<file path="src/rtl/sort_pkg.sv">
// Shared constants for the sort_array_avalon peripheral: control-space
// word indices, CTRL bit positions and the sort engine state encoding.
package sort_pkg;

   localparam int CTRL_IDX = 0;
   localparam int LEN_IDX  = 1;

   localparam int START_BIT = 0;
   localparam int DESC_BIT  = 1;
   localparam int BUSY_BIT  = 1;
   localparam int DONE_BIT  = 2;

   typedef enum logic {
      ST_IDLE = 1'b0,
      ST_SORT = 1'b1
   } sort_state_t;

endpackage

</file>
<file path="src/rtl/sort_cmp_swap.sv">
// Single compare-exchange cell of the odd-even transposition network.
// lo_out lands on the lower array index, hi_out on the higher one.
module sort_cmp_swap #(
   parameter int DATA_W = 32
) (
   input  logic [DATA_W-1:0] a,
   input  logic [DATA_W-1:0] b,
   input  logic              desc,
   input  logic              enable,
   output logic [DATA_W-1:0] lo_out,
   output logic [DATA_W-1:0] hi_out
);

   logic swap;

   // Strict compare so equal words stay where they are.
   assign swap   = enable & (desc ? (a < b) : (a > b));
   assign lo_out = swap ? b : a;
   assign hi_out = swap ? a : b;

endmodule

</file>
<file path="src/rtl/sort_array_avalon.sv">
// Avalon-MM slave holding a DEPTH-word array that can be sorted in place
// by an odd-even transposition engine, one phase per clock.
module sort_array_avalon
   import sort_pkg::*;
#(
   parameter int  DATA_W = 32,
   parameter int  DEPTH  = 8,
   localparam int ADDR_W = $clog2(DEPTH) + 1
) (
   input  logic              clock,
   input  logic              resetn,
   input  logic              chipselect,
   input  logic              read,
   input  logic              write,
   input  logic [ADDR_W-1:0] address,
   input  logic [DATA_W-1:0] writedata,
   output logic [DATA_W-1:0] readdata,
   output logic [DATA_W-1:0] Q,
   output logic              done
);

   localparam int IDX_W = ADDR_W - 1;
   localparam int LEN_W = IDX_W + 1;

   sort_state_t       state_q, state_d;
   logic              done_q, done_d;
   logic              desc_q, desc_d;
   logic [LEN_W-1:0]  len_q, len_d;
   logic [LEN_W-1:0]  phase_q, phase_d;
   logic [DATA_W-1:0] rdata_q, rdata_d;
   logic [DATA_W-1:0] arr_q [DEPTH];
   logic [DATA_W-1:0] arr_d [DEPTH];

   logic [DATA_W-1:0] arr_sorted [DEPTH];
   logic [DATA_W-1:0] lo_w [DEPTH-1];
   logic [DATA_W-1:0] hi_w [DEPTH-1];
   logic [DEPTH-2:0]  pair_en;

   logic              busy;
   logic              wr_acc;
   logic              rd_acc;
   logic              is_ctrl;
   logic [IDX_W-1:0]  idx;

   assign busy    = (state_q == ST_SORT);
   assign is_ctrl = address[ADDR_W-1];
   assign idx     = address[IDX_W-1:0];
   // Every write is dropped while the engine owns the array.
   assign wr_acc  = chipselect & write & ~busy;
   assign rd_acc  = chipselect & read & ~write;

   always_comb begin
      for (int j = 0; j < DEPTH - 1; j++) begin
         pair_en[j] = busy
                      && ((j % 2) == int'(phase_q[0]))
                      && ((j + 1) < int'(len_q));
      end
   end

   for (genvar g = 0; g < DEPTH - 1; g++) begin : g_cmp
      sort_cmp_swap #(.DATA_W(DATA_W)) u_cmp (
         .a      (arr_q[g]),
         .b      (arr_q[g+1]),
         .desc   (desc_q),
         .enable (pair_en[g]),
         .lo_out (lo_w[g]),
         .hi_out (hi_w[g])
      );
   end

   // Pairs active in one phase never overlap, so each word has one source.
   always_comb begin
      for (int k = 0; k < DEPTH; k++) begin
         arr_sorted[k] = arr_q[k];
      end
      for (int j = 0; j < DEPTH - 1; j++) begin
         if (pair_en[j]) begin
            arr_sorted[j]   = lo_w[j];
            arr_sorted[j+1] = hi_w[j];
         end
      end
   end

   always_comb begin
      state_d = state_q;
      done_d  = done_q;
      desc_d  = desc_q;
      len_d   = len_q;
      phase_d = phase_q;
      rdata_d = rdata_q;
      for (int k = 0; k < DEPTH; k++) begin
         arr_d[k] = arr_q[k];
      end

      case (state_q)
         ST_IDLE: begin
            if (wr_acc) begin
               if (!is_ctrl) begin
                  arr_d[idx] = writedata;
               end else if (idx == IDX_W'(CTRL_IDX)) begin
                  desc_d = writedata[DESC_BIT];
                  if (writedata[START_BIT]) begin
                     if (len_q >= LEN_W'(2)) begin
                        done_d  = 1'b0;
                        phase_d = '0;
                        state_d = ST_SORT;
                     end else begin
                        done_d  = 1'b1;
                     end
                  end
               end else if (idx == IDX_W'(LEN_IDX)) begin
                  if (writedata > DATA_W'(DEPTH)) begin
                     len_d = LEN_W'(DEPTH);
                  end else begin
                     len_d = writedata[LEN_W-1:0];
                  end
               end
            end
         end
         ST_SORT: begin
            for (int k = 0; k < DEPTH; k++) begin
               arr_d[k] = arr_sorted[k];
            end
            phase_d = phase_q + LEN_W'(1);
            if (phase_q == len_q - LEN_W'(1)) begin
               done_d  = 1'b1;
               state_d = ST_IDLE;
            end
         end
         default: state_d = ST_IDLE;
      endcase

      if (rd_acc) begin
         if (!is_ctrl) begin
            rdata_d = arr_q[idx];
         end else if (idx == IDX_W'(CTRL_IDX)) begin
            rdata_d           = '0;
            rdata_d[DONE_BIT] = done_q;
            rdata_d[BUSY_BIT] = busy;
            rdata_d[0]        = desc_q;
         end else if (idx == IDX_W'(LEN_IDX)) begin
            rdata_d = DATA_W'(len_q);
         end else begin
            rdata_d = '0;
         end
      end
   end

   always_ff @(posedge clock or negedge resetn) begin
      if (!resetn) begin
         state_q <= ST_IDLE;
         done_q  <= 1'b0;
         desc_q  <= 1'b0;
         len_q   <= LEN_W'(DEPTH);
         phase_q <= '0;
         rdata_q <= '0;
         for (int k = 0; k < DEPTH; k++) begin
            arr_q[k] <= '0;
         end
      end else begin
         state_q <= state_d;
         done_q  <= done_d;
         desc_q  <= desc_d;
         len_q   <= len_d;
         phase_q <= phase_d;
         rdata_q <= rdata_d;
         for (int k = 0; k < DEPTH; k++) begin
            arr_q[k] <= arr_d[k];
         end
      end
   end

   assign readdata = rdata_q;
   assign Q        = arr_q[0];
   assign done     = done_q;

endmodule

</file>
<file path="config.mk">
export PLATFORM = sky130hd
export DESIGN_NAME = sort_array_avalon
export DESIGN_NICKNAME = d
export VERILOG_FILES = /design/src/rtl/sort_pkg.sv /design/src/rtl/sort_cmp_swap.sv /design/src/rtl/sort_array_avalon.sv
export SDC_FILE = /design/constraint.sdc
export NUM_CORES = 1
export LEC_CHECK = 0
export ABC_AREA = 1
export CAP_MARGIN = 0
export CORE_ASPECT_RATIO = 1.2
export CORE_MARGIN = 4
export CORE_UTILIZATION = 60
export DETAILED_ROUTE_END_ITERATION = 8
export PLACE_DENSITY = 0.77
export SLEW_MARGIN = 20
export SYNTH_ARGS = -nofsm -noshare
export SYNTH_HDL_FRONTEND = slang
export SYNTH_HIERARCHICAL = 1
export SYNTH_SLANG_ARGS = --single-unit
</file>
<file path="constraint.sdc">
create_clock -name clock -period 3.7 [get_ports clock]
set_input_delay 0.37 -clock clock [delete_from_list [all_inputs] [get_ports clock]]
set_output_delay 0.37 -clock clock [all_outputs]
set_load 0.05 [all_outputs]
</file>
==> results.cfg, run 1 <==
[outcome]
outcome = finished, final reports clean

[finish]
area_growth_pct = 3.08
final_cell_mix = 2586 x nand2_1, 577 x nand3_1, 501 x inv_1
final_layout_size_suffix_gt1_frac = 0.0452
post-route-util = 0.628
final_common_cell = nand2_1
final_nets = 5597
antenna_cells = 0

[clock_tree]
cts_buffer_depth = 3
cts-buffers-inserted = 37
cts-root-buf = clkbuf_16
post_cts_buffers = 0
cts.sinks = 299
clkLatencyLatePin_ns = 0.58
clk_pin_slew_ns = 0.06
cts_tree = yes
cts-htree-levels = 2

[synthesis]
synthArstFlopShare = 1.00
ys_warn_count = 6
syn_avg_cell_area_um2 = 6.04
synth_area_um2 = 32900
syn_nets = 5715
synth_seq_cells = 299
ys.flop_type = dfrtp_1
synth_cells = 5445
ys_seq_area_frac = 0.228
synth.distinct_cells = 41
synth_edf_count = 0

[timing]
slew_headroom = 0.399
tightest_slew_ns = 0.900
max_freq_mhz = 308
finalCritPeriodShare = 0.876
finalClockSkew_ns = 0.0296
maxSlewViolCount = 0
fin_crit_ns = 3.24
finalSetupTns_ns = 0
hold_viol = 0
rsz0062_at_grt = false
finalSetupViolations = 0

[floorplan]
die_w_um = 222
die-area_um2 = 58600
die_h_um = 264
core.rowCount = 93
start_util = 0.609
io_pins = 106
core_um2 = 54000

[routing]
drc = 0
dr.max_layer_used = met4
avgViaCountPerCell = 5.69
drtIter0Drc = 3932
vias = 34500
route.met2.wl_mm = 46.2
drtPass1Iterations = 6
ant_nets = 0
detail_route.wl_per_cell_um = 17.1
dr_wl_met3_mm = 10.3
routed_wirelength_mm = 104
wl_met1_mm = 43.3

[global_routing]
grt_remaining_overflow = 0
grt_pass1_vias = 31100
grt_pass1_wl_mm = 169
track_usage = 0.344
grt_max_degree = 73
antenna_found_initial = 0

[pwr]
p_leak_nw = 17.6
ir_drop_mv = 0.609
power.total_mw = 24.1
powerDensity_nw_per_um2 = 711

[critical_path]
critPathMaxFanout = 64
start_kind = register
rr_worst_depth = 17
end_kind = register
cp.required_ns = 4.22
critPathArrivalTime_ns = 3.76
crit_type = reg2reg
crit_start = arr_q[63]$_DFFE_PN0P_
r2r-start = arr_q[63]$_DFFE_PN0P_

[placement]
gp_congestion = 0.941
hpwlAfterDp_mm = 73.0
portBuffers = 105

[min_path]
hp-class = in2async

[run]
drv_cap = 0
[synth_stat cells (all sizes together) (2+ instances only)]
master	number	share of area
nand4	22	0.0042
inv	522	0.060
o21a	8	0.0018
dfrtp	298	0.23
nor3	5	0.0011
clkbuf	107	0.026
o21ai	330	0.050
nand2	2609	0.30
and2	8	0.0015
buf	243	0.068
a21o	7	0.0016
nor2	172	0.021
a31oi	2	0.00084
o211ai	140	0.032
ha	229	0.087
nand3	578	0.088
a21oi	159	0.027
[logic make-up after synthesis]
group	after synthesis	synth area share
compound gates	648	0.114
fa+ha+maj	229	0.0872
buf+inv	873	0.154
flops	299	0.228
simple gates	3396	0.417
[worst max-delay path, cell delays in order, from the launching register on]
cell and delay [ns]:
dfrtp_1 0.51, inv_1 0.08, ha_1 0.29, nand2_1 0.10
nor2_2 0.05, nand2_1 0.14, inv_1 0.07, a21oi_2 0.24
nand2_2 0.13, nand2_2 0.09, nand2_4 0.17, nand2_4 0.63
nand2_1 0.20, nand2_1 0.12, nand2_1 0.05, o211ai_1 0.12
nand2_1 0.07, nand2_1 0.07
[per-layer routing]
layer,track usage,vias up
met5,0,-
met4,0.132,0
met3,0.0525,217
met2,0.536,1725
met1,0.485,15600
li1,-,17000
[final cells by class]
| class | count | area, µm² |
|---|---|---|
| clock inverters | 9 | 124 |
| flip-flops and latches | 299 | 7480 |
| well taps | 712 | 891 |
| repair buffers | 193 | 1860 |
| clock buffers | 59 | 1190 |
| inverters | 523 | 1970 |
| fillers | 5244 | 20100 |
| multi-input cells | 4273 | 20400 |
[power by group]
| part | switching (mW) | internal, mW | leakage [nW] |
|---|---|---|---|
| sequential | 2.22 | 4.31 | 3.89 |
| clock | 1.61 | 2.41 | 0.655 |
| combinational | 9.16 | 4.38 | 13.1 |
[timing repair]
item	in CTS	in global routing
hold buffers	1	0
gates resized for setup	0	0
endpoints found under the hold margin	68	0
[sequential cells by signal, indices dropped and copies added, names as in the netlist]
| register | flops |
|---|---|
| arr_q | 224 |
| Q | 32 |
| readdata | 32 |
| len_q | 4 |
| phase_q | 4 |
| busy | 1 |
| desc_q | 1 |
| done | 1 |
[path summary, 6_finish.rpt]
path | slack [ns] | endpoint
min in group clock | 0.41 | readdata[26]$_DFFE_PN0P_
min | 0.37 | arr_q[11]$_DFFE_PN0P_
max reg2reg | 0.46 | arr_q[88]$_DFFE_PN0P_
min reg2reg | 0.48 | readdata[2]$_DFFE_PN0P_
max | 0.46 | arr_q[88]$_DFFE_PN0P_
max in group asynchronous | 2.43 | arr_q[26]$_DFFE_PN0P_
[metrics by stage]
stage / worst slack (ns) / hold WS (ns) / instance area [µm²] / instances
floorplan: 1.36 / 0.0744 / 32900 / 5445
global placement: 0.610 / 0.399 / 32600 / 5999
detailed placement: 0.562 / 0.401 / 32600 / 5999
CTS: 0.530 / 0.382 / 33900 / 6068
global route: 0.173 / 0.440 / 33900 / 6068
finish: 0.458 / 0.367 / 33900 / 6068
No activity file was read; power rests on OpenSTA's default activity.
==> run 2, diff against run 1 <==
- DONT_BUFFER_PORTS: default -> 1
- PLACE_DENSITY: 0.77 -> 0.75
==> run 2 against run 1 <==
- the flow now finishes with violations (negative hold slack)
- worst hold slack got worse by 0.87 ns
- via count decreased by 0.41%
- critical path depth unchanged
- largest power group unchanged
==> results.cfg, run 2 (synthesis gave the netlist of run 1 again) <==
[outcome]
outcome = finished with violations
violations = negative hold slack

[floorplan]
core.rowCount = 93
die_w_um = 222
die-area_um2 = 58600
start_util = 0.609
die_h_um = 264
core_um2 = 54000
io_pins = 106

[global_routing]
grt_max_degree = 300
track_usage = 0.344
busiest_layer = met2
use_met2 = 0.548
grt_util_met3 = 0.0504
grt_remaining_overflow = 0
grt_pass1_wl_mm = 169
met1_usage = 0.483
grt_pass1_vias = 30800
antenna_found_initial = 0

[critical_path]
critPathArrivalTime_ns = 3.77
cp.required_ns = 4.21
start_kind = register
crit_type = reg2reg
critPathMaxFanout = 31
end_kind = register

[pwr]
intPower_mw = 10.8
ir_drop_mv = 0.703
seqPwrFrac = 0.282
power.total_mw = 23.6
p_leak_nw = 17.3
p_switching_mw = 12.9
powerDensity_nw_per_um2 = 718
p_sw_frac = 0.545
pwr-share-comb = 0.554
clkPwrFrac = 0.165

[timing]
max_freq_mhz = 307
finalCritPeriodShare = 0.881
hold_viol = 299
fin_crit_ns = 3.26
hold_ws_ns = -0.507
rsz0062_at_grt = false
maxSlewViolCount = 0
finalSetupViolations = 0
finalSetupTns_ns = 0
slew_headroom = 0.315
finalClockSkew_ns = 0.00888
tightest_slew_ns = 1.03

[finish]
final_layout_size_suffix_gt1_frac = 0.0490
final_nets = 5525
area_growth_pct = 0.198
final_cell_mix = 2586 x nand2_1, 577 x nand3_1, 501 x inv_1
nFillCells = 5469
largest_register_ffs = 224
top_register = arr_q
antenna_cells = 0
final_common_cell = nand2_1

[clock_tree]
cts-root-buf = clkbuf_16
post_cts_buffers = 0
clkLatencyLatePin_ns = 0.58
ctsResizeCount = 0
cts_tree = yes
cts_buffer_depth = 3
cts-buffers-inserted = 39
cts.sinks = 299
ctsHoldBuffers = 2
clk_pin_slew_ns = 0.06
cts-htree-levels = 2

[run]
drv_cap = 0

[placement]
gp_congestion = 0.904
hpwlAfterDp_mm = 72.3
portBuffers = 0

[routing]
avgViaCountPerCell = 5.74
detail_route.wl_per_cell_um = 17.5
routed_wirelength_mm = 105
ant_nets = 0
drc = 0
drtIter0Drc = 3770
drtPass1Iterations = 8
vias = 34400

[min_path]
hp-class = in2async
run 2: stage by stage:
step | cell area, µm² | utilization | worst slack, ns | instances | hold WS [ns]
2_1_floorplan | 32900 | - | 1.36 | 5445 | 0.0744
3_3_place_gp | 31700 | 0.587 | 0.563 | 5924 | 0.0934
3_5_place_dp | 31700 | 0.587 | 0.514 | 5924 | 0.0926
4_1_cts | 32900 | 0.610 | 0.494 | 5993 | -0.513
5_1_grt | 32900 | 0.610 | 0.158 | 5993 | -0.522
6_report | 32900 | 0.610 | 0.442 | 5993 | -0.507
run 2: worst max-delay path, stage by stage (launching register included):
cell and delay [ns]:
dfrtp_1 0.73, ha_1 0.33, nand2_1 0.08, nor2_1 0.06, nand2_1 0.14, inv_1 0.05, a21oi_1 0.30, nand2_1 0.17
a21oi_4 0.27, buf_4 0.38, nand3_1 0.11, nand2_1 0.09, inv_1 0.04, nand3_1 0.07, nand2_1 0.05, o21ai_0 0.18
nand2_1 0.07, nand2_1 0.07
run 2: cell type report:
class | count | area, µm² | share of cell area
multi-input cells | 4273 | 20400 | 0.619
repair buffers | 119 | 973 | 0.0296
clock buffers | 62 | 1170 | 0.0357
inverters | 523 | 1970 | 0.0597
well taps | 712 | 891 | 0.0270
flip-flops and latches | 299 | 7480 | 0.227
clock inverters | 5 | 75.1 | 0.00228
run 2: metal layers:
layer	share of wire	up-vias
li1	-	16900
met1	0.42	15600
met2	0.45	1713
met3	0.096	218
met4	0.035	0
met5	0	-
run 2: power groups by stage:
| stage | combinational [mW] | sequential [mW] | clock (mW) |
|---|---|---|---|
| 2_1_floorplan | 11.6 | 6.03 | 0 |
| 3_3_place_gp | 12.5 | 6.60 | 0 |
| 3_5_place_dp | 12.8 | 6.63 | 0 |
| 4_1_cts | 12.9 | 6.58 | 3.92 |
| 5_1_grt | 14.9 | 6.85 | 4.05 |
| 6_report | 13.1 | 6.66 | 3.90 |
run 2: final timing paths:
path	start	to	slack (ns)	depth (start not counted)
worst max-delay path	Q[30]$_DFFE_PN0P_	arr_q[199]$_DFFE_PN0P_	0.44	17
worst min-delay path	resetn	arr_q[9]$_DFFE_PN0P_	-0.51	0
worst max register to register	Q[30]$_DFFE_PN0P_	arr_q[199]$_DFFE_PN0P_	0.44	17
worst min register to register	phase_q[3]$_DFFE_PN0P_	phase_q[3]$_DFFE_PN0P_	0.56	2
max in group asynchronous	resetn	Q[28]$_DFFE_PN0P_	3.72	0
min in group clock	address[2]	readdata[29]$_DFFE_PN0P_	0.03	4
